**src/rtl/operand_entry.sv**
```systemverilog
// Operand entry front end for the restoring divider: debounced buttons capture
// a dividend then a divisor from the switches and launch/track one division.
module operand_entry #(
  parameter int unsigned DEBOUNCE_CYCLES = 1_000_000
) (
  input  logic        clk,
  input  logic        rst_n,
  input  logic [15:0] sw,
  input  logic        btn_load,
  input  logic        btn_start,
  input  logic        div_done,
  output logic [15:0] dividend,
  output logic [15:0] divisor,
  output logic        div_start,
  output logic        err_div0,
  output logic [2:0]  state_o
);

  localparam int unsigned DATA_W = 16;
  localparam int unsigned NBTN   = 2;
  localparam int unsigned CNT_W  = $clog2(DEBOUNCE_CYCLES);
  localparam int unsigned BTN_LD = 0;
  localparam int unsigned BTN_ST = 1;

  typedef enum logic [2:0] {
    ST_IDLE    = 3'd0,
    ST_GOT_DVD = 3'd1,
    ST_READY   = 3'd2,
    ST_WAIT    = 3'd3,
    ST_DONE    = 3'd4
  } state_e;

  logic [NBTN-1:0]   btn_raw;
  logic [NBTN-1:0]   btn_meta_q;
  logic [NBTN-1:0]   btn_sync_q;
  logic [NBTN-1:0]   press;
  logic [DATA_W-1:0] sw_meta_q;
  logic [DATA_W-1:0] sw_sync_q;

  assign btn_raw = {btn_start, btn_load};

  // Two-flop synchronizers for the asynchronous switch and button inputs
  always_ff @(posedge clk or negedge rst_n) begin
    if (!rst_n) begin
      btn_meta_q <= '0;
      btn_sync_q <= '0;
      sw_meta_q  <= '0;
      sw_sync_q  <= '0;
    end else begin
      btn_meta_q <= btn_raw;
      btn_sync_q <= btn_meta_q;
      sw_meta_q  <= sw;
      sw_sync_q  <= sw_meta_q;
    end
  end

  for (genvar g = 0; g < NBTN; g++) begin : g_deb
    logic [CNT_W-1:0] cnt_q;
    logic [CNT_W-1:0] cnt_d;
    logic             stable_q;
    logic             stable_d;
    logic             stable_prev_q;

    // A new level is accepted only after it has differed from stable for DEBOUNCE_CYCLES edges
    always_comb begin
      cnt_d    = '0;
      stable_d = stable_q;
      if (btn_sync_q[g] != stable_q) begin
        if (cnt_q == CNT_W'(DEBOUNCE_CYCLES - 1)) begin
          stable_d = btn_sync_q[g];
        end else begin
          cnt_d = cnt_q + CNT_W'(1);
        end
      end
    end

    always_ff @(posedge clk or negedge rst_n) begin
      if (!rst_n) begin
        cnt_q         <= '0;
        stable_q      <= 1'b0;
        stable_prev_q <= 1'b0;
      end else begin
        cnt_q         <= cnt_d;
        stable_q      <= stable_d;
        stable_prev_q <= stable_q;
      end
    end

    assign press[g] = stable_q & ~stable_prev_q;
  end

  state_e            state_q;
  state_e            state_d;
  logic [DATA_W-1:0] dividend_q;
  logic [DATA_W-1:0] dividend_d;
  logic [DATA_W-1:0] divisor_q;
  logic [DATA_W-1:0] divisor_d;
  logic              start_q;
  logic              start_d;
  logic              err_q;
  logic              err_d;
  logic              press_ld;
  logic              press_st;

  assign press_ld = press[BTN_LD];
  assign press_st = press[BTN_ST];

  // Next-state and registered-output logic; start has priority over load where both apply
  always_comb begin
    state_d    = state_q;
    dividend_d = dividend_q;
    divisor_d  = divisor_q;
    start_d    = 1'b0;
    err_d      = err_q;
    unique case (state_q)
      ST_IDLE: begin
        if (press_ld) begin
          dividend_d = sw_sync_q;
          state_d    = ST_GOT_DVD;
        end
      end
      ST_GOT_DVD: begin
        if (press_ld) begin
          divisor_d = sw_sync_q;
          state_d   = ST_READY;
        end
      end
      ST_READY: begin
        if (press_st) begin
          if (divisor_q != '0) begin
            start_d = 1'b1;
            state_d = ST_WAIT;
          end else begin
            err_d = 1'b1;
          end
        end else if (press_ld) begin
          dividend_d = sw_sync_q;
          err_d      = 1'b0;
          state_d    = ST_GOT_DVD;
        end
      end
      ST_WAIT: begin
        if (div_done) begin
          state_d = ST_DONE;
        end
      end
      ST_DONE: begin
        if (press_st) begin
          start_d = 1'b1;
          state_d = ST_WAIT;
        end else if (press_ld) begin
          dividend_d = sw_sync_q;
          err_d      = 1'b0;
          state_d    = ST_GOT_DVD;
        end
      end
      default: begin
        state_d = ST_IDLE;
      end
    endcase
  end

  always_ff @(posedge clk or negedge rst_n) begin
    if (!rst_n) begin
      state_q    <= ST_IDLE;
      dividend_q <= '0;
      divisor_q  <= '0;
      start_q    <= 1'b0;
      err_q      <= 1'b0;
    end else begin
      state_q    <= state_d;
      dividend_q <= dividend_d;
      divisor_q  <= divisor_d;
      start_q    <= start_d;
      err_q      <= err_d;
    end
  end

  assign dividend  = dividend_q;
  assign divisor   = divisor_q;
  assign div_start = start_q;
  assign err_div0  = err_q;
  assign state_o   = state_q;

endmodule

```
**config.mk**
```make
export PLATFORM = sky130hd
export DESIGN_NAME = operand_entry
export DESIGN_NICKNAME = d
export VERILOG_FILES = /design/src/rtl/operand_entry.sv
export SDC_FILE = /design/constraint.sdc
export NUM_CORES = 1
export LEC_CHECK = 0
export BUFFER_PORTS_ARGS = -buffer_cell sky130_fd_sc_hd__buf_2
export CELL_PAD_IN_SITES_DETAIL_PLACEMENT = 0
export CELL_PAD_IN_SITES_GLOBAL_PLACEMENT = 1
export CORE_MARGIN = 8
export CORE_UTILIZATION = 30
export DETAILED_ROUTE_END_ITERATION = 6
export PLACE_DENSITY = 0.6
export SLEW_MARGIN = 10
export SYNTH_ARGS = -nofsm -noshare
export SYNTH_HDL_FRONTEND = slang
export SYNTH_SLANG_ARGS = --single-unit
```
**constraint.sdc**
```tcl
create_clock -name clk -period 3.85 [get_ports clk]
set_input_delay 0.1925 -clock clk [delete_from_list [all_inputs] [get_ports clk]]
set_output_delay 0.1925 -clock clk [all_outputs]
set_load 0.01 [all_outputs]
```
==> results.txt <==
Tmin final - 2340 ps
Layout cell share with drive strength beyond 1 - 0.295
CTS Root Cell - clkbuf_16
Total grt overflow - 0
N_diodes - 0
Starting Density - 0.304
Syn Area/Cell - 12.6 um^2
Worst VDD drop - 0.323 mV
Synthesized flop and latch total - 117
Crit path buffers/inverters - 1
Final Cell Area - 5960 um^2
Clk_skew - 7.25 ps
DIE AREA - 19,500 um^2
Final number of setup-violating endpoints - 0
Final Hold Fails - 0
Yosys top cell area share - 0.640
CP required - 4140 ps
Clock Pin Slew Worst Setup and Hold Paths - 50 ps
Critical path peak fanout - 13
Post-synth cell types - 40
Fmax - 427 MHz
Tot GR Track Use - 0.108
Number of routed nets with antenna violations - 0
Die Ht - 140 um
Worst hold path class - in2reg
Critical Path Sink - g_deb[1].cnt_q[8]
Via Count - 3,064
Core Region - 15,000 um^2
# IOs - 58
Final period util - 0.609
DP Wirelength - 6570 um
Area Growth Syn to Fin - 30.2%
Final Util - 0.396
I/O Buffers - 57
R2R depth - 5
Slowest cell on crit path - o41ai_2
Crit-path leading delay family - compound AO/OA/AOI/OAI gates
Worst-Skew Late Latency - 410 ps
Vias in the first global route - 3,205
H-tree lvl count - 4
Vias/cell - 4.67
Number of synthesis warnings - 0
Mapped cell area - 4580 um^2
Post-CTS resize count - 0
Worst path depth - 5
Crit. End Element - flip-flop
Post-synthesis sequential area ratio - 0.640
CTS Buf Count - 17
CP Class - reg2reg
Placed Area - 5110 um^2
Pre-Repair DR Iteration Count - 4
Non-filler cells, final - 656
R2R setup slack - 1510 ps
DRT iter0 DRCs - 187
CTS tree - done
Post-synth EDFFs - 0
Leakage Power - 2.73 nW
DP Cell Count - 605
Row count - 45
RSZ-0062 raised after global routing - false
Worst slew pin tran - 915 ps
CP max stage delay - 800 ps
GPL Wtd Cong - 0.735
Worst slack at placement - 1500 ps
Dominant synthesized flop cell - dfrtp_1
Status - completed
Drc violations - 0
NumNets Final - 478
Synthesized instance count - 364
First-pass GRT wire length - 16,600 um
Slew margin rel. - 0.390
Post-CTS Setup Inserts - 0
Synth async-reset ratio - 1.00
Crit-path cells - nand3_1 -> or4b_1 -> o41ai_2 -> buf_4 -> nor2_1
Reg-to-Reg Start - g_deb[1].cnt_q[17]
Arrival @ worst endpoint - 2640 ps
Max Buffers Root-to-Sink - 2
Worst Setup SP - g_deb[1].cnt_q[17]
Synth area leaders - dfrtp_1, mux2_2, xnor2_1, nor2_1, nor4_1
TNS Setup - 0 ps
Post-Syn Nets - 387
PD cells - 515 nW/um^2
Post-synth top area cell - dfrtp_1
R2r endpoint - g_deb[1].cnt_q[8]
Setup ws final - 1510 ps
Largest net degree at the start of global routing - 71
Initial antenna violation count - 0
WL/cell - 14.9 um
Clock Sinks - 117
Routed WL - 9770 um
Max Cap Viol - 0
Slew Limit Fails - 0
Die W - 140 um
CP Launch Type - flip-flop
metal layers:
metal / global-route usage / wire [um] / vias to the layer above
met2: 0.152 / 4170 / 68
met3: 0.0455 / 544 / 12
met5: 0 / 0 / -
met1: 0.142 / 4910 / 1506
li1: - / - / 1478
met4: 0.0485 / 143 / 0
sequential cells by signal, indices dropped and copies added, names as in the netlist:
name	flops
g_deb.cnt_q	40
dividend	16
divisor	16
sw_meta_q	16
sw_sync_q	16
state_o	3
btn_meta_q	2
btn_sync_q	2
g_deb.stable_prev_q	2
g_deb.stable_q	2
div_start	1
err_div0	1
cell usage in the layout (no fill, tap or decap), types with 5 or more instances in the layout:
cell type	netlist	final
inv_1	12	12
nor4_1	14	14
xnor2_1	19	19
or3_1	8	8
nor2_1	40	40
buf_4	0	6
bufinv_16	0	5
nor3_1	6	6
dfrtp_1	117	117
buf_2	5	56
o21ai_0	8	8
o31ai_1	6	5
a21oi_1	12	12
or4_1	5	5
dlygate4sd3_1	0	19
mux2_2	34	34
xor2_1	8	8
clkbuf_16	0	17
nand2_1	14	14
nand3_1	17	17
cells by family after synthesis:
kind of cell / Yosys count / share of synthesized area
flip-flops: 117 / 0.640
adder cells (fa/ha/maj): 2 / 0.00547
AO/OA/AOI/OAI: 34 / 0.0459
AND/OR/NAND/NOR: 129 / 0.155
XOR/XNOR: 27 / 0.0517
multiplexers: 34 / 0.0837
buffers and inverters: 21 / 0.0186
worst min-delay path by stage:
stage                         from             to  slack (ps)  cells past startpoint
after floorplan              rst_n  btn_meta_q[0]        -100                      0
after global placement       sw[0]   sw_meta_q[0]         300                      1
after detailed placement     sw[7]   sw_meta_q[7]         300                      1
after CTS                 div_done     state_o[2]          60                      3
after global routing      div_done     state_o[2]         100                      3
final                     div_done     state_o[2]          70                      3
power by group:
part           internal, mW  leakage (nW)  switching, mW
logic                0.0289         0.867         0.0422
clock network          1.18         0.316          0.546
registers              1.26          1.55         0.0138
cell type report:
type                            count  area, um^2
Clock buffer                       20         457
Clock inverter                     12         201
Fill cell                        1414        9080
Inverter                           12        45.0
Multi-Input combinational cell    226        1580
Sequential cell                   117        2930
Tap cell                          188         235
Timing Repair Buffer               81         515
stage by stage:
stage | hold WS [ps] | total power [mW]
floorplan | -103 | 1.30
global placement | 301 | 1.35
detailed placement | 302 | 1.35
CTS | 59.2 | 3.12
global route | 101 | 3.18
finish | 69.8 | 3.07
worst reg2reg max path, stage by stage (launching register included):
cell	delay, ps
dfrtp_1	380
nand3_1	130
or4b_1	530
o41ai_2	800
buf_4	320
nor2_1	80
Yosys cell counts (4+ instances only):
library cell / count
xor2_1: 8
nor3_1: 6
or4_1: 5
dfrtp_1: 117
xnor2_1: 19
mux2_2: 34
o21ai_0: 8
o31ai_1: 6
a21oi_1: 12
nand2_1: 14
nor2_1: 40
clkbuf_1: 4
inv_1: 12
nand3_1: 17
nor4_1: 14
buf_2: 5
or3_1: 8
timing repair:
item	CTS	global route
endpoints found under the hold margin	86	0
hold buffers	19	0
setup endpoints to repair	0	0
No activity file was read; power rests on OpenSTA's default activity.
